**src/rtl/pid_pkg.sv**
```systemverilog
// Shared constants and FSM state encoding for the PID channel scheduler.
package pid_pkg;

  localparam int unsigned DATA_WIDTH = 16;
  localparam int unsigned CHN_WIDTH  = 3;

  typedef enum logic [1:0] {
    IDLE  = 2'd0,
    ISSUE = 2'd1,
    WAIT  = 2'd2,
    GAP   = 2'd3
  } pid_state_e;

endpackage

```
**src/rtl/ctrl_tick_gen.sv**
```systemverilog
// Free-running control-period counter; tick_c is high in the last count of each period.
module ctrl_tick_gen #(
  parameter int unsigned PERIOD_CLKS = 27000
) (
  input  logic clk,
  input  logic rst,
  output logic tick_c
);

  localparam int unsigned CNT_W = (PERIOD_CLKS > 2) ? $clog2(PERIOD_CLKS) : 1;
  localparam logic [CNT_W-1:0] CNT_LAST = CNT_W'(PERIOD_CLKS - 1);

  logic [CNT_W-1:0] cnt;

  always_ff @(posedge clk or posedge rst) begin
    if (rst) begin
      cnt <= '0;
    end else if (cnt == CNT_LAST) begin
      cnt <= '0;
    end else begin
      cnt <= cnt + CNT_W'(1);
    end
  end

  assign tick_c = (cnt == CNT_LAST);

endmodule

```
**src/rtl/pid_chn_scheduler.sv**
```systemverilog
// Time-shares one PID core across NUM_CHN motor channels, one sweep per control tick,
// holding per-channel setpoints and latching each result into that channel's duty register.
module pid_chn_scheduler #(
  parameter int unsigned DATA_WIDTH   = pid_pkg::DATA_WIDTH,
  parameter int unsigned NUM_CHN      = 4,
  parameter int unsigned CHN_WIDTH    = pid_pkg::CHN_WIDTH,
  parameter int unsigned PERIOD_CLKS  = 27000,
  parameter int unsigned TIMEOUT_CLKS = 64
) (
  input  logic                          clk,
  input  logic                          rst,
  input  logic                          tr_valid_i,
  input  logic [CHN_WIDTH-1:0]          tr_chn_i,
  input  logic [DATA_WIDTH-1:0]         tr_data_i,
  input  logic [NUM_CHN*DATA_WIDTH-1:0] meas_i,
  input  logic                          clr_fault_i,
  output logic                          pid_req_o,
  output logic [CHN_WIDTH-1:0]          pid_chn_o,
  output logic [DATA_WIDTH-1:0]         pid_sp_o,
  output logic [DATA_WIDTH-1:0]         pid_meas_o,
  input  logic                          pid_ack_i,
  input  logic [DATA_WIDTH-1:0]         pid_out_i,
  output logic [NUM_CHN*DATA_WIDTH-1:0] duty_o,
  output logic                          duty_valid_o,
  output logic [CHN_WIDTH-1:0]          duty_chn_o,
  output logic                          busy_o,
  output logic [NUM_CHN-1:0]            fault_o,
  output logic                          overrun_o
);

  import pid_pkg::*;

  localparam int unsigned TO_W = (TIMEOUT_CLKS > 2) ? $clog2(TIMEOUT_CLKS) : 1;
  localparam logic [TO_W-1:0]      TO_LAST  = TO_W'(TIMEOUT_CLKS - 1);
  localparam logic [CHN_WIDTH-1:0] LAST_CHN = CHN_WIDTH'(NUM_CHN - 1);

  typedef logic [NUM_CHN-1:0][DATA_WIDTH-1:0] chn_arr_t;

  pid_state_e state, state_nx;
  logic [CHN_WIDTH-1:0]  idx, idx_nx;
  logic [TO_W-1:0]       to_cnt, to_cnt_nx;
  chn_arr_t              sp;
  chn_arr_t              duty_q, duty_nx;
  logic [DATA_WIDTH-1:0] sp_sel, meas_sel;
  logic                  tick;

  logic                  req_nx;
  logic [CHN_WIDTH-1:0]  chn_nx;
  logic [DATA_WIDTH-1:0] sp_nx, meas_nx;
  logic                  dv_nx;
  logic [CHN_WIDTH-1:0]  dv_chn_nx;
  logic                  busy_nx;
  logic [NUM_CHN-1:0]    fault_nx;
  logic                  ovr_nx;

  ctrl_tick_gen #(
    .PERIOD_CLKS (PERIOD_CLKS)
  ) u_tick (
    .clk    (clk),
    .rst    (rst),
    .tick_c (tick)
  );

  // Setpoint bank; writes aimed past the last channel fall through every compare.
  always_ff @(posedge clk or posedge rst) begin
    if (rst) begin
      sp <= '0;
    end else if (tr_valid_i) begin
      for (int c = 0; c < NUM_CHN; c++) begin
        if (tr_chn_i == CHN_WIDTH'(c)) begin
          sp[c] <= tr_data_i;
        end
      end
    end
  end

  // Operand select for the channel currently being issued.
  always_comb begin
    sp_sel   = '0;
    meas_sel = '0;
    for (int c = 0; c < NUM_CHN; c++) begin
      if (idx == CHN_WIDTH'(c)) begin
        sp_sel   = sp[c];
        meas_sel = meas_i[c*DATA_WIDTH +: DATA_WIDTH];
      end
    end
  end

  // Next-state and next-output logic; a fault/overrun set lands after the clear so set wins.
  always_comb begin
    state_nx  = state;
    idx_nx    = idx;
    to_cnt_nx = to_cnt;
    req_nx    = pid_req_o;
    chn_nx    = pid_chn_o;
    sp_nx     = pid_sp_o;
    meas_nx   = pid_meas_o;
    duty_nx   = duty_q;
    dv_nx     = 1'b0;
    dv_chn_nx = duty_chn_o;
    fault_nx  = fault_o;
    ovr_nx    = overrun_o;

    if (clr_fault_i) begin
      fault_nx = '0;
      ovr_nx   = 1'b0;
    end
    if (tick && (state != IDLE)) begin
      ovr_nx = 1'b1;
    end

    case (state)
      IDLE: begin
        if (tick) begin
          idx_nx   = '0;
          state_nx = ISSUE;
        end
      end
      ISSUE: begin
        chn_nx    = idx;
        sp_nx     = sp_sel;
        meas_nx   = meas_sel;
        req_nx    = 1'b1;
        to_cnt_nx = '0;
        state_nx  = WAIT;
      end
      WAIT: begin
        if (pid_ack_i) begin
          for (int c = 0; c < NUM_CHN; c++) begin
            if (idx == CHN_WIDTH'(c)) begin
              duty_nx[c] = pid_out_i;
            end
          end
          dv_nx     = 1'b1;
          dv_chn_nx = idx;
          req_nx    = 1'b0;
          state_nx  = GAP;
        end else if (to_cnt == TO_LAST) begin
          for (int c = 0; c < NUM_CHN; c++) begin
            if (idx == CHN_WIDTH'(c)) begin
              fault_nx[c] = 1'b1;
            end
          end
          req_nx   = 1'b0;
          state_nx = GAP;
        end else begin
          to_cnt_nx = to_cnt + TO_W'(1);
        end
      end
      GAP: begin
        if (idx == LAST_CHN) begin
          state_nx = IDLE;
        end else begin
          idx_nx   = idx + CHN_WIDTH'(1);
          state_nx = ISSUE;
        end
      end
      default: begin
        state_nx = IDLE;
      end
    endcase

    busy_nx = (state_nx != IDLE);
  end

  always_ff @(posedge clk or posedge rst) begin
    if (rst) begin
      state        <= IDLE;
      idx          <= '0;
      to_cnt       <= '0;
      duty_q       <= '0;
      pid_req_o    <= 1'b0;
      pid_chn_o    <= '0;
      pid_sp_o     <= '0;
      pid_meas_o   <= '0;
      duty_valid_o <= 1'b0;
      duty_chn_o   <= '0;
      busy_o       <= 1'b0;
      fault_o      <= '0;
      overrun_o    <= 1'b0;
    end else begin
      state        <= state_nx;
      idx          <= idx_nx;
      to_cnt       <= to_cnt_nx;
      duty_q       <= duty_nx;
      pid_req_o    <= req_nx;
      pid_chn_o    <= chn_nx;
      pid_sp_o     <= sp_nx;
      pid_meas_o   <= meas_nx;
      duty_valid_o <= dv_nx;
      duty_chn_o   <= dv_chn_nx;
      busy_o       <= busy_nx;
      fault_o      <= fault_nx;
      overrun_o    <= ovr_nx;
    end
  end

  assign duty_o = duty_q;

endmodule

```
**config.mk**
```make
export PLATFORM = sky130hd
export DESIGN_NAME = pid_chn_scheduler
export DESIGN_NICKNAME = d
export VERILOG_FILES = /design/src/rtl/pid_pkg.sv /design/src/rtl/ctrl_tick_gen.sv /design/src/rtl/pid_chn_scheduler.sv
export SDC_FILE = /design/constraint.sdc
export NUM_CORES = 1
export LEC_CHECK = 0
export CAP_MARGIN = 0
export CELL_PAD_IN_SITES_DETAIL_PLACEMENT = 0
export CELL_PAD_IN_SITES_GLOBAL_PLACEMENT = 1
export CORE_ASPECT_RATIO = 2
export CORE_UTILIZATION = 35
export CTS_BUF_LIST = sky130_fd_sc_hd__clkbuf_4 sky130_fd_sc_hd__clkbuf_8
export DETAILED_ROUTE_END_ITERATION = 10
export MAX_ROUTING_LAYER = met4
export PLACE_DENSITY_LB_ADDON = 0.3
export SLEW_MARGIN = 10
export SYNTH_ARGS = -nofsm -noshare
export SYNTH_HDL_FRONTEND = slang
export SYNTH_HIERARCHICAL = 1
export SYNTH_SLANG_ARGS = --single-unit
```
**constraint.sdc**
```tcl
create_clock -name clk -period 5.9 [get_ports clk]
set_input_delay 0.885 -clock clk [delete_from_list [all_inputs] [get_ports clk]]
set_output_delay 0.885 -clock clk [all_outputs]
set_load 0.05 [all_outputs]
```
Word level (Yosys, flattened, before mapping)
Cells that the tools add are included.

storage, ports and cells
  register bits after elaboration = 200
  bits in writable memories = 0
  bits in latches = 0
  memories = 0
  memory bits (read-only) = 0
  logic and storage cells = 96

cells by class
  order comparisons = 0
  reduce and logical (&&, ||, !) cells = 21
  multipliers = 0
  mux-type cells = 35
  div/mod/pow operators = 0
  shift operators = 0
  bitwise gates (word level) = 0
  eq/ne operators = 16
  add/sub/neg operators = 3

operator list
  cell                                                 number
  2-to-1 mux 16 bit                                    8
  AND reduction 3 bit                                  6
  2-to-1 mux 4 bit                                     4
  adder 15 x 1 -> 15 bit, second input constant        1
  equality test 15 bit, second input constant          1
  2-to-1 mux 15 bit                                    1
  equality test 3 x 2 -> 1 bit, second input constant  4
  2-to-1 mux 6 bit                                     2
  one-hot mux 6 bit (2 select lines)                   1
  AND reduction 2 bit                                  6
  2-to-1 mux 1 bit                                     11
  nonzero test 2 bit                                   5
  inequality test 2 bit, second input constant         4
  one-hot mux 2 bit (4 select lines)                   1
  adder 6 x 1 -> 6 bit, second input constant          1
  equality test 3 x 1 -> 1 bit, second input constant  2
  equality test 6 bit, second input constant           1
  zero test 3 bit                                      2
  2-to-1 mux 2 bit                                     3
  2-to-1 mux 3 bit                                     2
  one-hot mux 3 bit (2 select lines)                   1
  equality test 2 bit, second input constant           2
  adder 3 x 1 -> 3 bit, second input constant          1
  inequality test 3 bit, second input constant         1
  other kinds (4)                                      4

Longest topological paths before layout
  depth after elaboration = 5
  gate-level depth with buffers = 8
  gate-level depth less buffers = 7

Hierarchy
Netlist, hierarchy kept.

modules (own cells, without submodules)
  module             area each (um^2)  cells each  instances  seq. area each (um^2)
  pid_chn_scheduler  8222.9            682         1          4629.4
  ctrl_tick_gen      720.7             67          1          375.4

Worst setup path before layout
Ideal clock, no wire load.

  path kind = input to register
  from = in tr_chn_i[0]
  to = reg sp[10] in the netlist's numbering
  path buffers = 1
  stages = 3
  data arrival time = 1.845 ns
  setup slack = 3.930 ns
  library setup time = 0.125 ns
  cell sequence = nor4b_4 > buf_6 > mux2_2

on the way
  longest elaborated chain between the ends = 2

ends and longest elaborated chain
  element                        line                     text
  start, declared                pid_chn_scheduler.sv:13  input logic [CHN_WIDTH-1:0] tr_chn_i,
  zero test 3 bit                pid_chn_scheduler.sv:70  if (tr_chn_i == CHN_WIDTH'(c)) begin
  AND reduction 2 bit (no line)  n/a
  end signal, assigned by index  pid_chn_scheduler.sv:71  sp[c] <= tr_data_i;
  end, declared                  pid_chn_scheduler.sv:42  chn_arr_t sp;

No other way between the ends.
A chain may end at the register's enable or synchronous reset.

Worst setup path after layout
  from = reg idx[2]
  to = reg pid_sp_o[2]

on the way
  longest elaborated chain between the ends = 5
  elaborated cells between the ends (all ways) = 8
  classes of those cells = eq/ne: 3; mux: 4; reduce/logical: 1

ends and longest elaborated chain
  element                          line                      text
  start, declared                  pid_chn_scheduler.sv:40   logic [CHN_WIDTH-1:0] idx, idx_nx;
  start signal, assigned           pid_chn_scheduler.sv:183  idx <= idx_nx;
  zero test 3 bit                  pid_chn_scheduler.sv:82   if (idx == CHN_WIDTH'(c)) begin
  2-to-1 mux 16 bit (3 in series)  pid_chn_scheduler.sv:82
  2-to-1 mux 16 bit *              pid_chn_scheduler.sv:82
  end signal, assigned             pid_chn_scheduler.sv:188  pid_sp_o <= sp_nx;
  end, declared                    pid_chn_scheduler.sv:19   output logic [DATA_WIDTH-1:0] pid_sp_o,

Every way passes the cells marked *; elsewhere a longest branch is shown, timed or not.

==> load_flow_metrics.sql <==
INSERT INTO impl_metrics (metric_group, metric, value, unit) VALUES
('power_and_ir_drop', 'static-leakage-power', '4.87', 'nW'),
('clock_network', 'clock-root-buffer', 'sky130_fd_sc_hd__clkbuf_8', ''),
('finish', 'layout.filler_cells', '2417', ''),
('global_routing', 'grt_pass1_vias', '6782', ''),
('clock_network', 'clock_tree_from_tritoncts', 'done', ''),
('worst_setup_path', 'crit_type', 'reg -> reg', ''),
('global_routing', 'antenna_found_initial', '0', ''),
('synth', 'syn-num-nets', '864', ''),
('routing', 'initialDrtViolationCount', '209', ''),
('place', 'detailed_place_hpwl', '16800', 'um'),
('finish', 'antenna_cells', '0', ''),
('power_and_ir_drop', 'power_density_normalized_to_cell_area', '542', 'mW/mm^2'),
('floorplan', 'chipHeight', '228', 'um'),
('timing', 'fmax', '0.367', 'GHz'),
('power_and_ir_drop', 'power.total', '6.37', 'mW'),
('synth', 'synth-edff-count', '0', ''),
('global_routing', 'overflow', '0', ''),
('floorplan', 'design.core.area', '0.0250', 'mm^2'),
('place', 'placement.cell_area', '0.0113', 'mm^2'),
('finish', 'multi_input_area', '0.00365', 'mm^2'),
('synth', 'postSynthRegisterBits', '200', ''),
('worst_hold_path', 'worstHoldPathType', 'reg -> reg', ''),
('routing', 'wl_met3', '1030', 'um'),
('routing', 'detailedRoute.firstPassIterationCount', '4', ''),
('finish', 'mostFrequentLayoutCell', 'sky130_fd_sc_hd__clkdlybuf4s50_1', ''),
('finish', 'layout.cells.most_common_list', '213 x sky130_fd_sc_hd__clkdlybuf4s50_1, 200 x sky130_fd_sc_hd__dfrtp_1, 131 x sky130_fd_sc_hd__mux2_2, 67 x sky130_fd_sc_hd__a21oi_1, 46 x sky130_fd_sc_hd__nand2_1', ''),
('synth', 'postSynthAreaPerCell', '11.9', 'um^2'),
('job', 'drv.max_cap_violation_count', '0', ''),
('routing', 'wl_met2', '13600', 'um'),
('finish', 'syn_to_final_growth', '31.3', '%'),
('worst_setup_path', 'arrival', '3.13', 'ns'),
('status', 'outcome', 'completed', ''),
('floorplan', 'ioPinCount', '214', ''),
('clock_network', 'insertion_delay_of_the_later_clocked_pin_in_the_worst_skew_pair', '0.48', 'ns'),
('timing', 'fin_crit', '2.73', 'ns'),
('finish', 'utilization_after_layout', '46.9', '%'),
('clock_network', 'cts_max_level', '4', ''),
('synth', 'synth.distinct_cells', '51', ''),
('routing', 'wire_per_inst', '18.7', 'um'),
('floorplan', 'die-width', '115', 'um'),
('floorplan', 'die_area', '0.0262', 'mm^2'),
('synth', 'synth_flop_cell', 'sky130_fd_sc_hd__dfrtp_1', ''),
('worst_setup_path', 'crit_end_category', 'flop', ''),
('floorplan', 'row_count', '82', ''),
('clock_network', 'cts_repair_resize_count', '0', ''),
('synth', 'synth-seq-area-share', '56.0', '%'),
('synth', 'post_synth_instance_area', '0.00894', 'mm^2'),
('place', 'globalplace.congestion', '0.769', ''),
('floorplan', 'starting_density_of_the_core', '35.7', '%'),
('synth', 'synth_cells', '749', ''),
('timing', 'timing_worst_slew_pin_value', '0.981', 'ns'),
('clock_network', 'cts.repair_timing.setup_buffer_count', '0', ''),
('timing', 'fin_tns_setup', '0', 'ns'),
('routing', 'detail_route.drc_violations', '0', ''),
('worst_setup_path', 'worst_setup_sp_type', 'flop', ''),
('timing', 'finalHoldViolCount', '0', ''),
('timing', 'unrepaired_setup_endpoints_after_global_routing', 'false', ''),
('global_routing', 'grt_pass1_wl', '37700', 'um'),
('power_and_ir_drop', 'vdd_drop_max', '0.000370', 'V'),
('clock_network', 'clkSlewWorstSetupHoldPaths', '0.11', 'ns'),
('timing', 'timing.final.max_slew_violations', '0', ''),
('routing', 'highest_layer', 'met4', ''),
('clock_network', 'clock_tree.buffer_depth', '2', ''),
('routing', 'vias', '6458', ''),
('place', 'port_buffers', '213', ''),
('finish', 'fin_area', '0.0117', 'mm^2'),
('synth', 'synthArstFlopShare', '100', '%'),
('routing', 'detail_route.vias_per_cell', '5.01', ''),
('worst_setup_path', 'timing.critical_path.required', '6.30', 'ns'),
('timing', 'final_setup_violation_count', '0', ''),
('routing', 'finalWirelength', '24100', 'um');
[critical path, cell delays in order (launching register included)]
cell and delay, ns:
sky130_fd_sc_hd__dfrtp_1 0.58, sky130_fd_sc_hd__inv_1 0.19, sky130_fd_sc_hd__ha_2 0.24, sky130_fd_sc_hd__buf_4 0.29
sky130_fd_sc_hd__nor2_4 0.80, sky130_fd_sc_hd__a32oi_1 0.29, sky130_fd_sc_hd__a21oi_1 0.23
[flip-flops by register name, summed over array words and instances (netlist names)]
signal and cells:
duty_o 64, sp 64, pid_meas_o 16, pid_sp_o 16, u_tick/cnt 15, to_cnt 6
fault_o 4, duty_chn_o 3, idx 3, pid_chn_o 3, state 2, busy_o 1
duty_valid_o 1, overrun_o 1, pid_req_o 1
[power breakdown]
group | leakage [nW] | internal, mW | total [mW] | switching, mW
registers | 2.47 | 1.83 | 2.08 | 0.253
clock network | 0.199 | 0.370 | 0.884 | 0.514
logic | 2.20 | 1.21 | 3.40 | 2.19
total | 4.87 | 3.41 | 6.37 | 2.96
[cell type report]
class	instances	area share, %
Clock inverter	13	1.20
Multi-Input combinational cell	486	31.1
Inverter	15	0.511
Clock buffer	19	2.23
Sequential cell	200	42.6
Timing Repair Buffer	221	18.8
Tap cell	336	3.58
[final timing paths]
kind,cells past startpoint,slack [ns],end,startpoint
worst max register to register,6,3.17,pid_sp_o[2],idx[2]
worst min-delay path,1,0.46,u_tick/cnt[0],u_tick/cnt[0]
min in group asynchronous,2,0.83,pid_meas_o[2],rst
worst min register to register,1,0.46,u_tick/cnt[0],u_tick/cnt[0]
worst max-delay path,6,3.17,pid_sp_o[2],idx[2]
max in group asynchronous,3,3.77,pid_sp_o[0],rst
[cell families after synthesis]
logic type,count (synthesis),synth area share (%)
muxes,132,16.6
adders and majority gates,11,1.54
xor gates and xnor gates,12,1.18
buffers and inverters,63,3.60
and+or+nand+nor,168,9.97
DFF,200,56.0
AOI/OAI and AO/OA,163,11.2
[routing by layer]
metal	vias up	global-route usage [%]
met2	175	36.8
met4	0	8.00
met1	3199	19.8
met5	-	-
met3	39	3.91
li1	3045	-
[synth_stat cells (2+ instances only)]
| library cell | number | area share (%) |
|---|---|---|
| sky130_fd_sc_hd__a31oi_1 | 2 | 0.14 |
| sky130_fd_sc_hd__inv_1 | 14 | 0.59 |
| sky130_fd_sc_hd__buf_1 | 2 | 0.084 |
| sky130_fd_sc_hd__dfrtp_1 | 200 | 56 |
| sky130_fd_sc_hd__and3_1 | 4 | 0.28 |
| sky130_fd_sc_hd__mux2_2 | 131 | 16 |
| sky130_fd_sc_hd__nand3_1 | 8 | 0.45 |
| sky130_fd_sc_hd__nor2_1 | 45 | 1.9 |
| sky130_fd_sc_hd__a22o_1 | 8 | 0.78 |
| sky130_fd_sc_hd__nor4bb_1 | 2 | 0.22 |
| sky130_fd_sc_hd__ha_1 | 11 | 1.5 |
| sky130_fd_sc_hd__or2_2 | 2 | 0.14 |
| sky130_fd_sc_hd__a21oi_1 | 67 | 3.7 |
| sky130_fd_sc_hd__buf_6 | 8 | 1.0 |
| sky130_fd_sc_hd__a32oi_1 | 32 | 3.1 |
| sky130_fd_sc_hd__a211oi_1 | 2 | 0.17 |
| sky130_fd_sc_hd__clkbuf_1 | 20 | 0.84 |
| sky130_fd_sc_hd__nand2b_1 | 33 | 2.3 |
| sky130_fd_sc_hd__xor2_1 | 7 | 0.69 |
| sky130_fd_sc_hd__and4_1 | 2 | 0.20 |
| sky130_fd_sc_hd__nand2_2 | 4 | 0.28 |
| sky130_fd_sc_hd__o21ai_0 | 45 | 2.5 |
| sky130_fd_sc_hd__buf_2 | 17 | 0.95 |
| sky130_fd_sc_hd__nand2_1 | 46 | 1.9 |
| sky130_fd_sc_hd__nand4_1 | 7 | 0.49 |
| sky130_fd_sc_hd__xnor2_1 | 5 | 0.49 |
[through the flow]
stage	std cells	setup slack [ns]
global route	1290	2.95
global placement	1258	3.13
CTS	1290	3.13
floorplan	749	2.64
detailed placement	1258	3.09
finish	1290	3.17
Note: power is estimated with default switching activity, not from simulation.
